`src/rtl/quad_step_decoder.sv`:
```
// Quadrature front-end: two-flop synchronisers, per-phase persistence filters and a Gray-code
// step decoder that emits the enable/up_en/down_en strobes for an up/down counter.
module quad_step_decoder #(
    parameter int FILT_LEN = 4,
    parameter int ERR_W    = 8
) (
    input  logic             clk,
    input  logic             reset,
    input  logic             quad_a,
    input  logic             quad_b,
    input  logic             dec_en,
    output logic             enable,
    output logic             up_en,
    output logic             down_en,
    output logic             dir,
    output logic             err,
    output logic [ERR_W-1:0] err_count
);

    localparam int CNT_W = 4;
    localparam logic [CNT_W-1:0] FILT_LAST = CNT_W'(FILT_LEN - 1);
    localparam logic [ERR_W-1:0] ERR_MAX   = {ERR_W{1'b1}};

    typedef enum logic [0:0] {ST_INIT = 1'b0, ST_RUN = 1'b1} state_t;

    state_t           r_state, w_state_next;
    logic             r_a_meta, r_a_sync, r_b_meta, r_b_sync;
    logic [1:0]       r_filt, w_filt_next;
    logic [1:0]       r_prev, w_prev_next;
    logic [CNT_W-1:0] r_cnt_a, w_cnt_a_next, r_cnt_b, w_cnt_b_next;
    logic [1:0]       r_init_cnt, w_init_cnt_next;
    logic             r_enable, w_enable_next, r_up, w_up_next, r_down, w_down_next;
    logic             r_err, w_err_next, r_dir, w_dir_next;
    logic [ERR_W-1:0] r_err_count, w_err_count_next;
    logic [1:0]       w_sync;
    logic [CNT_W:0]   w_step_a, w_step_b;

    assign w_sync = {r_a_sync, r_b_sync};

    // Returns {new filtered level, new persistence count} for one phase.
    function automatic logic [CNT_W:0] filt_step(input logic sync, input logic filt,
                                                 input logic [CNT_W-1:0] cnt);
        logic [CNT_W:0] res;
        if (sync == filt) begin
            res = {filt, {CNT_W{1'b0}}};
        end else if (cnt == FILT_LAST) begin
            res = {sync, {CNT_W{1'b0}}};
        end else begin
            res = {filt, cnt + {{(CNT_W-1){1'b0}}, 1'b1}};
        end
        return res;
    endfunction

    assign w_step_a = filt_step(w_sync[1], r_filt[1], r_cnt_a);
    assign w_step_b = filt_step(w_sync[0], r_filt[0], r_cnt_b);

    // FSM state register.
    always_ff @(posedge clk) begin
        if (reset) begin
            r_state <= ST_INIT;
        end else begin
            r_state <= w_state_next;
        end
    end

    // Next-state, filter update and step/error decode.
    always_comb begin
        w_state_next     = r_state;
        w_filt_next      = r_filt;
        w_prev_next      = r_prev;
        w_cnt_a_next     = r_cnt_a;
        w_cnt_b_next     = r_cnt_b;
        w_init_cnt_next  = r_init_cnt;
        w_enable_next    = 1'b0;
        w_up_next        = 1'b0;
        w_down_next      = 1'b0;
        w_err_next       = 1'b0;
        w_dir_next       = r_dir;
        w_err_count_next = r_err_count;
        case (r_state)
            ST_INIT: begin
                // prev follows the bypassed level so an idle non-00 pin state is not seen as a step.
                w_filt_next  = w_sync;
                w_prev_next  = w_sync;
                w_cnt_a_next = {CNT_W{1'b0}};
                w_cnt_b_next = {CNT_W{1'b0}};
                if (r_init_cnt == 2'd2) begin
                    w_state_next    = ST_RUN;
                    w_init_cnt_next = 2'd0;
                end else begin
                    w_init_cnt_next = r_init_cnt + 2'd1;
                end
            end
            ST_RUN: begin
                w_filt_next  = {w_step_a[CNT_W], w_step_b[CNT_W]};
                w_cnt_a_next = w_step_a[CNT_W-1:0];
                w_cnt_b_next = w_step_b[CNT_W-1:0];
                w_prev_next  = r_filt;
                if (dec_en) begin
                    case ({r_prev, r_filt})
                        4'b00_01, 4'b01_11, 4'b11_10, 4'b10_00: begin
                            w_enable_next = 1'b1;
                            w_up_next     = 1'b1;
                            w_dir_next    = 1'b1;
                        end
                        4'b00_10, 4'b10_11, 4'b11_01, 4'b01_00: begin
                            w_enable_next = 1'b1;
                            w_down_next   = 1'b1;
                            w_dir_next    = 1'b0;
                        end
                        4'b00_11, 4'b11_00, 4'b01_10, 4'b10_01: begin
                            w_err_next = 1'b1;
                            if (r_err_count != ERR_MAX) begin
                                w_err_count_next = r_err_count + {{(ERR_W-1){1'b0}}, 1'b1};
                            end else begin
                                w_err_count_next = r_err_count;
                            end
                        end
                        default: begin
                            w_enable_next = 1'b0;
                        end
                    endcase
                end else begin
                    w_enable_next = 1'b0;
                end
            end
            default: begin
                w_state_next    = ST_INIT;
                w_init_cnt_next = 2'd0;
            end
        endcase
    end

    // Synchronisers, filter/decode state and registered outputs.
    always_ff @(posedge clk) begin
        if (reset) begin
            r_a_meta    <= 1'b0;
            r_a_sync    <= 1'b0;
            r_b_meta    <= 1'b0;
            r_b_sync    <= 1'b0;
            r_filt      <= 2'b00;
            r_prev      <= 2'b00;
            r_cnt_a     <= {CNT_W{1'b0}};
            r_cnt_b     <= {CNT_W{1'b0}};
            r_init_cnt  <= 2'd0;
            r_enable    <= 1'b0;
            r_up        <= 1'b0;
            r_down      <= 1'b0;
            r_err       <= 1'b0;
            r_dir       <= 1'b0;
            r_err_count <= {ERR_W{1'b0}};
        end else begin
            r_a_meta    <= quad_a;
            r_a_sync    <= r_a_meta;
            r_b_meta    <= quad_b;
            r_b_sync    <= r_b_meta;
            r_filt      <= w_filt_next;
            r_prev      <= w_prev_next;
            r_cnt_a     <= w_cnt_a_next;
            r_cnt_b     <= w_cnt_b_next;
            r_init_cnt  <= w_init_cnt_next;
            r_enable    <= w_enable_next;
            r_up        <= w_up_next;
            r_down      <= w_down_next;
            r_err       <= w_err_next;
            r_dir       <= w_dir_next;
            r_err_count <= w_err_count_next;
        end
    end

    assign enable    = r_enable;
    assign up_en     = r_up;
    assign down_en   = r_down;
    assign err       = r_err;
    assign dir       = r_dir;
    assign err_count = r_err_count;

endmodule

```
`config.mk`:
```
export PLATFORM = sky130hd
export DESIGN_NAME = quad_step_decoder
export DESIGN_NICKNAME = d
export VERILOG_FILES = /design/src/rtl/quad_step_decoder.sv
export SDC_FILE = /design/constraint.sdc
export NUM_CORES = 1
export LEC_CHECK = 0
export BUFFER_PORTS_ARGS = -buffer_cell sky130_fd_sc_hd__buf_4
export CAP_MARGIN = 20
export CORE_ASPECT_RATIO = 0.5
export CORE_MARGIN = 2
export CORE_UTILIZATION = 47
export DETAILED_ROUTE_END_ITERATION = 16
export GPL_TIMING_DRIVEN = 0
export PLACE_DENSITY = 0.69
export SETUP_SLACK_MARGIN = 0.3
export SLEW_MARGIN = 0
export SYNTH_ARGS = -nofsm -noshare
export SYNTH_HDL_FRONTEND = slang
export SYNTH_SLANG_ARGS = --single-unit
export TNS_END_PERCENT = 50
```
`constraint.sdc`:
```
create_clock -name clk -period 1.82 [get_ports clk]
set_input_delay 0.182 -clock clk [delete_from_list [all_inputs] [get_ports clk]]
set_output_delay 0.182 -clock clk [all_outputs]
set_load 0.05 [all_outputs]
```
* After elaboration in Yosys (flattened, before gate mapping) *
Cells that the tools add are included.

cells by class
  add/sub/neg operators = 4
  eq/ne operators = 22
  muxes and demuxes = 16
  bitwise logic cells = 2
  reductions and logical operators = 10

operator list
  operator               count
  $eq A4 B4 Y1 const B   6
  $mux W5                4
  $eq A4 B2 Y1 const B   4
  $pmux W4 S2            2
  $eq A4 B3 Y1 const B   3
  $reduce_or A4 Y1       3
  $add A4 B1 Y4 const B  2
  $add A8 B1 Y8 const B  1
  $ne A8 B8 Y1 const B   1
  $pmux W2 S2            2
  $reduce_or A8 Y1       1
  $mux W1                6
  $eq A4 B1 Y1 const B   1
  $ne A2 B1 Y1 const B   2
  $ne A2 B2 Y1 const B   2
  $reduce_and A2 Y1      2
  $reduce_and A4 Y1      1
  $reduce_and A3 Y1      1
  $reduce_or A3 Y1       1
  $add A2 B1 Y2 const B  1
  $eq A1 B1 Y1           2
  $eq A2 B2 Y1 const B   1
  $mux W2                1
  $not A1 Y1             2
  2 further kinds        2

storage, ports and cells
  register bits after elaboration = 32
  bits of input ports = 5
  output and inout bits = 13
  word-level logic and storage cells = 71

* Logic depth before layout (Yosys ltp) *
  depth after elaboration = 4
  gate-level depth with buffers = 5
  mapped depth without buffers = 5

* Worst setup path after synthesis *
No wires, ideal clock.

  kind = flip-flop to flip-flop
  start point = register r_err_count[0] (netlist: err_count[0])
  end point = register r_err_count[6] (netlist: err_count[6])
  library setup time = 91 ps
  data arrival time = 1631 ps
  setup slack = 98 ps
  stages on the path, launching flop included = 6
  buffers on the path = 0
  period minus slack after synthesis = 1722 ps
  path through = dfxtp_1 -> ha_1 -> nand3_1 -> nor4_2 -> a21oi_1 -> a311oi_1

between the ends
  word-level cells in the longest chain between the ends = 2
  elaborated cells on any way between the ends = 3

RTL lines
  item                                                                   RTL line  text
  start, declared                                                        34        logic [ERR_W-1:0] r_err_count, w_err_count_next;
  start signal, assigned                                                 151       r_err_count <= {ERR_W{1'b0}};
  start signal, assigned                                                 167       r_err_count <= w_err_count_next;
  parallel branches: the longest is 2 deep, another holds $add A8 B1 Y8  --

Several ways; the timed one is not identified.
A chain may end at the register's enable or synchronous reset.

* Worst setup path after layout *
  start point = register r_filt[0]
  end point = register r_err_count[7] (netlist: err_count[7])

between the ends
  word-level cells in the longest chain between the ends = 3
  elaborated cells on any way between the ends = 6

RTL lines
  item                                  RTL line  text
  start, declared                       28        logic [1:0] r_filt, w_filt_next;
  start signal, assigned                157       r_filt <= w_filt_next;
  $eq A4 B2 Y1 (tied with other cells)  100       case ({r_prev, r_filt})
  $reduce_or A4 Y1 (*)                  100
  $reduce_and A4 Y1 (no line) (*)       --

Mark *: on every way between the ends. The rest lies on a longest branch, timed or not.

==> impl_results.md <==
* Synth-to-Final Area Change at 25.6%
* Synth warnings at 0
* Post-synth EDFFs at 0
* Synth unique cells at 34
* Main synth FF type: dfxtp_1
* P per Cell Area at 831 mW/mm^2
* Die height at 42.1 um
* Sw Share at 0.223
* RSZ-0062 raised after global routing: true
* Final ANT Viol Nets at 0
* First-pass GRT wire length at 4200 um
* Pleak at 0.673 nW
* Post-DP HPWL at 1650 um
* Largest net degree at the start of global routing at 11
* Clock latency on the worst-skew pair at 280 ps
* Fin crit share at 0.811
* CP Cell Sequence: buf_6, xnor2_4, nor4_4, nand4_1, mux2_4
* Setup CP Type: flop to flop
* Hold Path Class: input pin to flop
* Post-CTS Hold Buffers at 0
* Vias per cell at 4.87
* H-tree Lvls at 2
* Share of layout cells above drive strength 1 at 0.310
* Drt first pass iters at 4
* Async S/R FF share, synth at 0
* Width of the die at 80.3 um
* Sequential-to-total area share from yosys stat at 0.469
* Root Buffer Master: clkbuf_8
* Yosys reg bits at 32
* Fin Setup TNS at 0 ps
* Max stage delay cell, worst path: mux2_4
* Starting Density at 0.509
* GR Util All Layers at 0.165
* Num rows at 13
* Crit path DAT at 1640 ps
* Max Cap Violations at 0
* Fin nets at 176
* Sequential Power Share at 0.513
* Outcome: completed
* Reg clk slew, reported paths at 60 ps
* Post-Syn Area per Cell at 9.76 um^2
* Routed WL per cell at 11.7 um
* Largest area contributor in the netlist: dfxtp_1
* Crit-path max FO at 4
* Vias in the first global route at 953
* N_diodes at 0
* Worst path max stage delay at 320 ps
* CP required at 1990 ps
* Top cell types by occurrence after synthesis: dfxtp_1, nor2_1, nor2b_1
* Setup violations, final at 0
* DR DRC count at 0
* Int Pwr at 1.11 mW
* Synthesized cell area at 0.00137 mm^2
* Gate power share at 0.080
* I/O Pins at 18
* Post-synth top area share at 0.469
* DP Worst Slack at 239 ps
* DIE AREA at 0.00338 mm^2
* Post-Syn Instances at 140
* Port-buffer cells at 17
* DR vias at 999
* TritonCTS clock tree: built
* Number of fill cells at 245
* CTS Buffer Depth at 2
* Clk sink count at 32
* Startpoint Class: flop
* Worst IR Drop VDD at 0.430 mV
* Worst setup margin at 343 ps
* Initial antenna violation count at 0
* Fmax at 677 MHz
* Slew Viols, Final at 0
* GP Congestion at 0.737
* Iter 0 DRT Violations at 21
* Most frequent cell after synthesis: dfxtp_1
* Final Critical Period at 1480 ps
* Switching pwr at 0.317 mW
* Syn Nets at 148
* Core area at 0.00268 mm^2
* Grt ovf at 0
* Setup Skew at 3.77 ps
* Tightest Pin Transition at 500 ps
* Slew headroom at 0.666
* Synth top area cells: dfxtp_1, mux2i_1, nor2_1
* CP Capture Type: flop
* Final wirelength at 2390 um
* Clock power share at 0.408
* Fin. Hold Viols at 0
* CTS Buf Count at 5
## critical path, delay by kind of cell, from the launching register on
kind                      cells  cell delay [ps]
muxes                         1              320
and+or+nand+nor               2              460
xor gates and xnor gates      1              150
DFF                           1              310
buffers and inverters         1              120
## repair_timing
| action | in CTS | in global routing |
|---|---|---|
| buffers inserted | 1 | 3 |
| pin swaps | 1 | 5 |
| gates resized for setup | 0 | 7 |
| endpoints found under the setup margin | 2 | 6 |
## layout by cell type (no fill, tap or decap)
master,instances
dfxtp_1,22
buf_4,21
nor2_1,18
dfxtp_2,10
nor2b_1,8
mux2i_1,7
a21oi_1,7
clkbuf_8,7
inv_1,6
nand3_1,6
o21ai_0,5
nor3_1,5
buf_6,4
nand2b_1,4
xnor2_1,4
or3_1,3
xor2_1,3
ha_1,3
clkbuf_1,2
nand4_1,2
xnor2_4,2
nand2_1,2
a311oi_1,2
nand2_4,1
nor4_4,1
nor4_1,1
or2_4,1
nor3_4,1
o31ai_1,1
or2_2,1
a211oi_1,1
and2_1,1
mux2_4,1
mux2_1,1
nor4_2,1
and3_2,1
a31oi_1,1
and3_1,1
## power by group through the flow
stage	combinational [mW]	clock [mW]	sequential, mW
6_report	0.114	0.581	0.731
5_1_grt	0.126	0.627	0.733
4_1_cts	0.104	0.591	0.729
3_5_place_dp	0.104	0	0.745
3_3_place_gp	0.100	0	0.744
2_1_floorplan	0.0787	0	0.745
## cells by family (layout without fill, tap and decap cells)
kind of cell | count (synthesis) | after routing | share of synthesized area
and+or+nand+nor | 58 | 58 | 0.243
DFF | 32 | 32 | 0.469
AOI/OAI and AO/OA | 17 | 17 | 0.0723
buffers and inverters | 12 | 40 | 0.0522
xor gates and xnor gates | 9 | 9 | 0.0687
muxes | 9 | 9 | 0.0678
adders and majority gates | 3 | 3 | 0.0275
## path summary, 6_finish.rpt
check | slack [ps] | from | cells past startpoint | to
min reg2reg | 430 | r_a_meta | 1 | r_a_sync
max reg2reg | 340 | r_filt[0] | 5 | err_count[7]
max | 340 | r_filt[0] | 5 | err_count[7]
min | 110 | quad_a | 2 | r_a_meta
## metal layers
layer,part of all wire,wire (um),GRT usage,vias to the layer above
met4,0.018,44,0.0712,0
met2,0.43,1020,0.240,15
li1,-,-,-,531
met3,0.046,109,0.0711,8
met5,0,0,0,-
met1,0.51,1210,0.214,445
## metrics by stage
stage	power [mW]	instances	utilization	cell area [um^2]	hold slack (ps)
floorplan	0.823	140	-	1380	310
global placement	0.844	194	0.579	1550	393
detailed placement	0.849	194	0.579	1550	401
CTS	1.42	202	0.617	1660	105
global route	1.49	205	0.640	1720	115
finish	1.43	205	0.640	1720	111
## sequential cells by signal, summed over array words and instances (netlist names)
register / count
up_en: 1
down_en: 1
r_init_cnt: 2
err_count: 8
r_a_meta: 1
r_cnt_a: 4
r_state: 1
r_filt: 2
r_prev: 2
r_b_sync: 1
dir: 1
r_a_sync: 1
r_b_meta: 1
r_cnt_b: 4
enable: 1
err: 1
## area by class of cell
cell class                 instances  area, um^2  area share
inverter                           6        22.5      0.0131
timing repair buffer              21         158      0.0918
clock buffer                       7        96.3      0.0561
buffer                             6        52.6      0.0306
multi-input combinational         96         688       0.401
tap                               37        46.3      0.0270
sequential                        32         653       0.380
No activity file was read; power rests on OpenSTA's default activity.
